File: src/rtl/seq_det_ctrl.sv
// Programmable serial pattern detector: a configuration is taken over a valid/ready
// handshake, then start/stop-controlled matching runs on a gated bit stream.
module seq_det_ctrl #(
    parameter int MAX_LEN = 8,
    parameter int LEN_W   = 4,
    parameter int CNT_W   = 8
) (
    input  logic               clk,
    input  logic               reset,
    input  logic               cfg_valid,
    output logic               cfg_ready,
    input  logic [MAX_LEN-1:0] cfg_pattern,
    input  logic [LEN_W-1:0]   cfg_len,
    input  logic               cfg_overlap,
    input  logic [CNT_W-1:0]   cfg_limit,
    input  logic               start,
    input  logic               stop,
    input  logic               in_valid,
    input  logic               in_bit,
    output logic               det,
    output logic [CNT_W-1:0]   match_count,
    output logic               busy,
    output logic               done,
    output logic               err_cfg
);

    typedef enum logic [1:0] {IDLE, READY, RUN, DONE} state_t;

    state_t             state;
    logic [MAX_LEN-1:0] sr, pat_q, mask, sr_nxt;
    logic [LEN_W-1:0]   len_q, fill, fill_nxt;
    logic               ovl_q;
    logic [CNT_W-1:0]   lim_q, cnt_inc;
    logic               cfg_fire, cfg_legal, hit, lim_hit;

    assign cfg_ready = (state == IDLE) || (state == READY);
    assign busy      = (state == RUN);
    assign done      = (state == DONE);
    assign cfg_fire  = cfg_valid && cfg_ready;
    assign cfg_legal = (cfg_len != '0) && (cfg_len <= LEN_W'(MAX_LEN));

    assign sr_nxt   = {sr[MAX_LEN-2:0], in_bit};
    assign fill_nxt = (fill == LEN_W'(MAX_LEN)) ? fill : fill + 1'b1;
    assign cnt_inc  = (&match_count) ? match_count : match_count + 1'b1;
    assign lim_hit  = (lim_q != '0) && (cnt_inc == lim_q);

    // Only the low len bits of the history take part in the compare.
    always_comb begin
        mask = '0;
        for (int i = 0; i < MAX_LEN; i++)
            mask[i] = (int'(len_q) > i);
    end

    assign hit = (fill_nxt >= len_q) && ((sr_nxt & mask) == (pat_q & mask));

    always_ff @(posedge clk) begin
        if (reset) begin
            state       <= IDLE;
            sr          <= '0;
            fill        <= '0;
            det         <= 1'b0;
            match_count <= '0;
            err_cfg     <= 1'b0;
            pat_q       <= '0;
            len_q       <= '0;
            ovl_q       <= 1'b0;
            lim_q       <= '0;
        end else begin
            det <= 1'b0;
            case (state)
                IDLE: begin
                    if (cfg_fire) begin
                        if (cfg_legal) begin
                            pat_q   <= cfg_pattern;
                            len_q   <= cfg_len;
                            ovl_q   <= cfg_overlap;
                            lim_q   <= cfg_limit;
                            err_cfg <= 1'b0;
                            state   <= READY;
                        end else begin
                            err_cfg <= 1'b1;
                        end
                    end
                end
                READY: begin
                    // A configuration offered with start takes priority.
                    if (cfg_fire) begin
                        if (cfg_legal) begin
                            pat_q <= cfg_pattern;
                            len_q <= cfg_len;
                            ovl_q <= cfg_overlap;
                            lim_q <= cfg_limit;
                        end else begin
                            err_cfg <= 1'b1;
                        end
                    end else if (start) begin
                        sr          <= '0;
                        fill        <= '0;
                        match_count <= '0;
                        state       <= RUN;
                    end
                end
                RUN: begin
                    if (stop) begin
                        state <= READY;
                    end else if (in_valid) begin
                        sr   <= sr_nxt;
                        fill <= (hit && !ovl_q) ? '0 : fill_nxt;
                        if (hit) begin
                            det         <= 1'b1;
                            match_count <= cnt_inc;
                            if (lim_hit)
                                state <= DONE;
                        end
                    end
                end
                DONE: begin
                    if (stop) begin
                        state <= READY;
                    end else if (start) begin
                        sr          <= '0;
                        fill        <= '0;
                        match_count <= '0;
                        state       <= RUN;
                    end
                end
                default: state <= IDLE;
            endcase
        end
    end

endmodule

File: config.mk
export PLATFORM = sky130hd
export DESIGN_NAME = seq_det_ctrl
export DESIGN_NICKNAME = d
export VERILOG_FILES = /design/src/rtl/seq_det_ctrl.sv
export SDC_FILE = /design/constraint.sdc
export NUM_CORES = 1
export LEC_CHECK = 0
export CAP_MARGIN = 30
export CORE_ASPECT_RATIO = 1.4
export CORE_MARGIN = 2
export CORE_UTILIZATION = 53
export DETAILED_ROUTE_END_ITERATION = 8
export PLACE_DENSITY = 0.79
export SYNTH_ARGS = -nofsm -noshare
export SYNTH_HDL_FRONTEND = slang
export SYNTH_SLANG_ARGS = --single-unit
File: constraint.sdc
create_clock -name clk -period 2.8 [get_ports clk]
set_clock_uncertainty 0.15 [all_clocks]
set_input_delay 0.56 -clock clk [delete_from_list [all_inputs] [get_ports clk]]
set_output_delay 0.56 -clock clk [all_outputs]
set_load 0.01 [all_outputs]
Word level (Yosys, flattened, before mapping)
Index checks and enable logic that the tools add are counted.
- bitwise gates (word level): 4
- muxes and demuxes: 38
- reductions and logical operators: 20
- equality and inequality tests: 18
- $add $sub $neg: 2
- $lt $le $gt $ge: 10
- operators with widths (operator ; count):
    2-to-1 mux 8 bit ; 12
    case mux 8 bit (3 select lines) ; 2
    2-to-1 mux 4 bit ; 7
    2-to-1 mux 2 bit ; 9
    AND 8 bit ; 2
    equality test 8 bit ; 2
    greater-than comparator 4 x 3 -> 1 bit (second input constant) ; 4
    != test 2 bit (second input constant) ; 8
    case mux 4 bit (3 select lines) ; 1
    AND reduction 6 bit ; 2
    adder 8 x 1 -> 8 bit (second input constant) ; 1
    greater-than comparator 4 x 1 -> 1 bit (second input constant) ; 2
    greater-than comparator 4 x 2 -> 1 bit (second input constant) ; 2
    case mux 2 bit (4 select lines) ; 1
    AND reduction 8 bit ; 1
    nonzero test 8 bit ; 1
    != test 3 x 2 -> 1 bit (second input constant) ; 2
    logical AND 1 bit ; 5
    2-to-1 mux 1 bit ; 5
    AND reduction 5 bit ; 1
    adder 4 x 1 -> 4 bit (second input constant) ; 1
    equality test 2 bit (second input constant) ; 2
    equality test 4 bit (second input constant) ; 1
    >= comparator 4 bit ; 1
    other kinds (16) ; 17
- bits in registers: 45
- word-level logic and storage cells: 102
- input bits: 28

Logic depth before layout (Yosys ltp)
Gate-level depths: netlist of run 1.
- word-level depth: 9
- gate-level depth with buffers: 13

Least setup slack after synthesis of run 1
Ideal clock, no wire load.
- path kind: register -> register
- start point: reg fill[0]
- end point: reg match_count[5]
- arrival time: 2306 ps
- clock period less this slack: 2535 ps
- data required time: 2571 ps
- slack: 265 ps
- stages on the path, launching flop included: 14
- cell sequence: dfxtp_1 inv_1 ha_1 and3b_1 xnor2_1 ha_1 nand2b_1 a211oi_1 o21bai_1 nand4_4 a21oi_4 buf_8 a21oi_2 a211oi_2
- word-level cells in the longest chain between the ends: 6
- ends and longest elaborated chain (what ; RTL line ; RTL):
    start: declaration ; 31 ; logic [LEN_W-1:0] len_q, fill, fill_nxt;
    start signal: assignment ; 108 ; fill <= (hit && !ovl_q) ? '0 : fill_nxt;
    adder 4 x 1 -> 4 bit or equality test 4 bit (tied branches) ; 43 ; assign fill_nxt = (fill == LEN_W'(MAX_LEN)) ? fill : fill + 1'b1;
    2-to-1 mux 4 bit (*) ; 43 ;
    >= comparator 4 bit (*) ; 54 ; assign hit = (fill_nxt >= len_q) && ((sr_nxt & mask) == (pat_q & mask));
    logical AND 1 bit (*) ; 54 ;
    != test 2 x 1 -> 1 bit (no source line) (*) ; - ;
    AND reduction 6 bit (no source line) (*) ; - ;
    end signal: assignment ; 111 ; match_count <= cnt_inc;
    end: declaration ; 21 ; output logic [CNT_W-1:0] match_count,
Every way passes the cells marked *; elsewhere a longest branch is shown, timed or not.
A chain may end at the register's enable or synchronous reset.

Worst setup path after layout of run 1
- start point: reg fill[0]
- end point: reg match_count[4]
Same word-level chain as after synthesis.

==> impl_metrics.tcl, run 1 <==
set metrics [dict create \
    crit_top_cell "a211oi_2" \
    synth_flop_cell "dfxtp_1" \
    cts_buffer_depth 2 \
    outcome "finished, final reports clean" \
    yosysSeqAreaShare 0.3563 \
    setup_tns_ps 0 \
    crit_path_end_kind "flip-flop" \
    worstPathArrival_ps 2750 \
    rows 29 \
    route.vias.total 2428 \
    ys_ff_latch 44 \
    syn_to_final_growth_pct 24.70 \
    port_buffers 40 \
    final_util 0.6852 \
    cp_top_family "compound AO/OA/AOI/OAI gates" \
    cp.required_ps 2870 \
    die_w_um 61.73 \
    gp_congestion 0.9047 \
    ant_nets 0 \
    fillerInstances 406 \
    grt_pass1_wl_um 10340 \
    ctsHoldBuffers 0 \
    path_clk_slew_ps 80 \
    start_util 0.5495 \
    leakage_uw 0.001047 \
    maxCapViolCount 0 \
    synth.net_count 354 \
    final.min_clock_period_ps 2675 \
    slew_viol_final 0 \
    cts.sinks 44 \
    final_common_cell "nand2_1" \
    syn_inst 319 \
    wl_per_cell_um 14.50 \
    worst_pin_slew_ps 473.3 \
    antenna_found_initial 0 \
    crit_fanout 6 \
    cts_root_buffer "clkbuf_8" \
    crit_path_max_incr_delay_ps 370 \
    finalNetCount 398 \
    path_class "flip-flop to flip-flop" \
    antennaDiodeCount 0 \
    h-tree-depth 2 \
    cts_made_buffers 5 \
    postSynthAreaPerCell_um2 7.750 \
    yosysWarnings 0 \
    relSlewSlack 0.6800 \
    clk_latency_ps 290 \
    gr-usage-all-layers 0.2541 \
    io_pins 41 \
    setup_viol 0 \
    die_area_um2 5235 \
    synth_edf_count 0 \
    grt_pass1_vias 2405 \
    grt_overflow_total 0 \
    drc 0 \
    ir_drop_mv 0.3522 \
    tritoncts "yes" \
    grt_max_degree 23 \
    drive_above_1_share 0.1154 \
    critPathBufInv 2 \
    timing.fmax_mhz 373.8 \
    cp-start-kind "flip-flop" \
    final_cell_mix "nand2_1, dfxtp_1, a21oi_1, clkdlybuf4s50_1, nand3_1" \
    finalHoldViolCount 0 \
    routed_wl_um 6178 \
    dp_hpwl_um 4625 \
    drt-pass1-iter-count 4 \
    ys_types 56 \
    finalCritPeriodShare 0.9555 \
    min_path_type "flip-flop to flip-flop" \
    async_flop_share 0 \
    drt_iter0_drc 188 \
    vias_per_cell 5.700 \
    path_cells "inv_2 > ha_2 > and3b_2 > xnor2_1 > ha_1 > nand2b_4 > a211oi_2 > o21bai_1 > nand4_4 > a21oi_4 > buf_6 > a21oi_2 > a211oi_2" \
    die_h_um 84.81 \
    p_per_area_nw_per_um2 412.2 \
    core-area_um2 4499 \
    rsz0062_at_grt "no" \
    syn_area_um2 2472 \
    slowest_stage "dfxtp_2" \
]
stage by stage:
step | area (µm²) | hold slack [ps] | setup slack (ps) | total power, µW | cells
4_1_cts | 3042 | 317.1 | 72.02 | 1263 | 424
3_5_place_dp | 2934 | 306.0 | -58.44 | 880.6 | 413
3_3_place_gp | 2934 | 303.9 | 92.94 | 877.6 | 413
2_1_floorplan | 2472 | 294.4 | 264.6 | 795.2 | 319
5_1_grt | 3083 | 357.4 | 5.056 | 1339 | 426
6_report | 3083 | 316.9 | 124.6 | 1271 | 426
logic make-up (layout without fill, tap and decap cells):
group,after synthesis,in the layout,synth area share
adders and majority gates,7,7,0.03542
buffers and inverters,31,76,0.05667
muxes,3,3,0.01215
and+or+nand+nor,130,130,0.2561
AOI/OAI and AO/OA,87,87,0.2232
xor gates and xnor gates,17,17,0.06022
DFF,44,44,0.3563
timing repair:
action	CTS	global route
setup endpoints to repair	5	10
pin swaps	1	6
gates resized for setup	0	10
setup buffers	3	2
Yosys cell counts (4+ instances only):
| cell | instances | area (µm²) |
|---|---|---|
| nand2_1 | 66 | 247.7 |
| a211oi_1 | 4 | 30.03 |
| o22ai_1 | 5 | 31.28 |
| ha_1 | 7 | 87.58 |
| nor3_1 | 7 | 35.03 |
| xor2_1 | 4 | 35.03 |
| nor2_1 | 13 | 48.80 |
| a21oi_1 | 40 | 200.2 |
| nand3_1 | 18 | 90.09 |
| inv_1 | 13 | 48.80 |
| xnor2_1 | 13 | 113.9 |
| clkbuf_1 | 11 | 41.29 |
| o21ai_0 | 13 | 65.06 |
| nand2b_1 | 4 | 25.02 |
| dfxtp_1 | 44 | 880.8 |
state kept, by name (all words and copies together), names as in the netlist:
name         count
det              1
err_cfg          1
fill             4
len_q            4
lim_q            8
match_count      8
ovl_q            1
pat_q            8
sr               7
state            2
routing by layer:
layer / up-vias / global-route usage / wire length, µm
met5: - / 0 / 0
met4: 0 / 0.09671 / 155
met3: 14 / 0.03659 / 227
met2: 62 / 0.4593 / 3287
met1: 1145 / 0.2854 / 2507
li1: 1207 / - / -
power by group:
group	switching (µW)	total (µW)	internal (µW)
registers	24.3	669	645
clock network	209	388	178
logic	105	214	110
total	338	1270	932
worst min-delay path, stage by stage, from the launching register on:
cell and delay (ps):
dfxtp_1 320, nand2_1 50, a21oi_1 50
final timing paths:
path	start	to	slack, ps	cells after the start
max reg2reg	fill[0]$_SDFFE_PP0P_	match_count[4]$_SDFFE_PP0P_	120	13
max	fill[0]$_SDFFE_PP0P_	match_count[4]$_SDFFE_PP0P_	120	13
min	sr[6]$_SDFFE_PP0P_	sr[6]$_SDFFE_PP0P_	320	2
min reg2reg	sr[6]$_SDFFE_PP0P_	sr[6]$_SDFFE_PP0P_	320	2
layout make-up:
class                   count  area (µm²)  share of cell area
inverters                  13       48.80             0.01583
clock inverters             1       8.758            0.002841
well taps                  62       77.57             0.02516
clock buffers               7       76.32             0.02476
flip-flops and latches     44       883.3              0.2865
multi-input cells         244        1468              0.4761
repair buffers             55       520.5              0.1688
(Power assumes the default switching activity.)
==> run 2, diff against run 1 <==
--- a/config.mk
+++ b/config.mk
@@ -8,9 +8,11 @@
 export CAP_MARGIN = 30
 export CORE_ASPECT_RATIO = 1.4
 export CORE_MARGIN = 2
-export CORE_UTILIZATION = 53
+export CORE_UTILIZATION = 55
+export CTS_BUF_LIST = sky130_fd_sc_hd__clkbuf_8
 export DETAILED_ROUTE_END_ITERATION = 8
-export PLACE_DENSITY = 0.79
+export GPL_TIMING_DRIVEN = 0
+export PLACE_DENSITY = 0.82
 export SYNTH_ARGS = -nofsm -noshare
 export SYNTH_HDL_FRONTEND = slang
 export SYNTH_SLANG_ARGS = --single-unit
==> impl_metrics.tcl, run 2 (synthesis results as in run 1) <==
set metrics [dict create \
    p_switching_uw 351.2 \
    pwr-share-clk 0.378 \
    path_class "flip-flop to output port" \
    cts.sinks 44 \
    gp_congestion 0.9235 \
    cts_made_buffers 5 \
    cp-start-kind "flip-flop" \
    antenna_found_initial 0 \
    wl_per_cell_um 14.62 \
    die_h_um 83.33 \
    power.internal_uw 1064 \
    io_pins 41 \
    syn_to_final_growth_pct 26.92 \
    grt_max_degree 14 \
    drt-pass1-iter-count 4 \
    path_clk_slew_ps 80 \
    antennaDiodeCount 0 \
    slew_viol_final 0 \
    gr-usage-all-layers 0.2710 \
    port_buffers 39 \
    grt_overflow_total 0 \
    finalHoldViolCount 0 \
    finalNetCount 405 \
    rsz0062_at_grt "no" \
    grt_pass1_vias 2364 \
    leakage_uw 0.001073 \
    die_w_um 60.67 \
    cts_root_buffer "clkbuf_8" \
    min_path_type "flip-flop to flip-flop" \
    ant_nets 0 \
    worstPathArrival_ps 1980 \
    final_cell_mix "nand2_1, dfxtp_1, a21oi_1, clkdlybuf4s50_1, nand3_1" \
    final_util 0.7342 \
    ir_drop_mv 0.4031 \
    drive_above_1_share 0.1159 \
    maxCapViolCount 0 \
    h-tree-depth 2 \
    finalCritPeriodShare 0.9606 \
    outcome "finished, final reports clean" \
    setup_tns_ps 0 \
    pwr-share-seq 0.468 \
    die_area_um2 5055 \
    top_regs "lim_q x8, match_count x8, pat_q x8" \
    cts_buffer_depth 2 \
    dp_hpwl_um 4727 \
    relSlewSlack 0.4850 \
    tritoncts "yes" \
    vias_per_cell 5.775 \
    crit_fanout 10 \
    ctsHoldBuffers 0 \
    final.min_clock_period_ps 2690 \
    crit_path_end_kind "output port" \
    setup_viol 0 \
    worst_pin_slew_ps 767.3 \
    rows 28 \
    route.vias.total 2489 \
    fin_ws_ps 110.2 \
    drt_iter0_drc 169 \
    pwr-share-comb 0.153 \
    p_per_area_nw_per_um2 450.9 \
    switching_share 0.2482 \
    final_common_cell "nand2_1" \
    timing.fmax_mhz 371.8 \
    drc 0 \
    clk_latency_ps 300 \
    dp_slack_ps -48.51 \
    routed_wl_um 6301 \
    start_util 0.5785 \
    grt_pass1_wl_um 10650 \
    core-area_um2 4274 \
    cp.required_ps 2090 \
]
-- run 2: changes by cell type in the layout (fill, tap and decap cells not counted), moves of 2 or more --
cell      previous run  this run
clkbuf_1             2        10
buf_2                0         3
clkbuf_8             5         7
buf_4               13         5
-- run 2: path summary, 6_finish.rpt --
check | startpoint | to | slack (ps) | cells after the start
worst max-delay path | state[1]$_SDFFE_PP0P_ | busy | 110 | 4
worst min-delay path | pat_q[2]$_SDFFE_PP0P_ | pat_q[2]$_SDFFE_PP0P_ | 320 | 2
worst max register to register | fill[0]$_SDFFE_PP0P_ | match_count[1]$_SDFFE_PP0P_ | 160 | 13
worst min register to register | pat_q[2]$_SDFFE_PP0P_ | pat_q[2]$_SDFFE_PP0P_ | 320 | 2
-- run 2: what timing repair did --
| item | 4_1_cts | 5_1_grt |
|---|---|---|
| setup buffers | 2 | 3 |
| resized for setup | 6 | 9 |
| pin swaps | 1 | 8 |
| endpoints found under the hold margin | 0 | 0 |
| endpoints found under the setup margin | 6 | 14 |
-- run 2: worst max-delay path: stages, from the launching register on --
cell and delay [ps]:
dfxtp_1 420, inv_1 170, nor2_4 250, clkbuf_4 280
clkdlybuf4s50_1 560
-- run 2: power by group through the flow --
stage	registers [µW]	clock network, µW	logic [µW]
floorplan	674	0	122
global placement	677	0	193
detailed placement	678	0	196
CTS	663	535	209
global route	666	566	237
finish	663	535	217
-- run 2: metal layers --
layer  up-vias  global-route usage  share of wire
met3        19             0.03894          0.050
met5         -                   0              0
li1       1224                   -              -
met1      1168              0.3149           0.38
met4         0              0.1008          0.033
met2        78              0.4790           0.54
-- run 2: stage by stage --
step	std cells	hold WS, ps	instance area (µm²)	power, µW
2_1_floorplan	319	294.4	2472	795.2
3_3_place_gp	418	300.4	2938	870.4
3_5_place_dp	418	311.4	2938	874.2
4_1_cts	428	322.7	3097	1407
5_1_grt	431	344.6	3138	1470
6_report	431	321.1	3138	1415
-- run 2: area by class of cell --
type | instances | area, µm²
plain buffers | 18 | 95.09
repair buffers | 44 | 427.9
well taps | 60 | 75.07
flip-flops and latches | 44 | 885.9
multi-input cells | 244 | 1479
clock inverters | 1 | 30.03
fillers | 341 | 1136
clock buffers | 7 | 96.34
inverters | 13 | 48.80
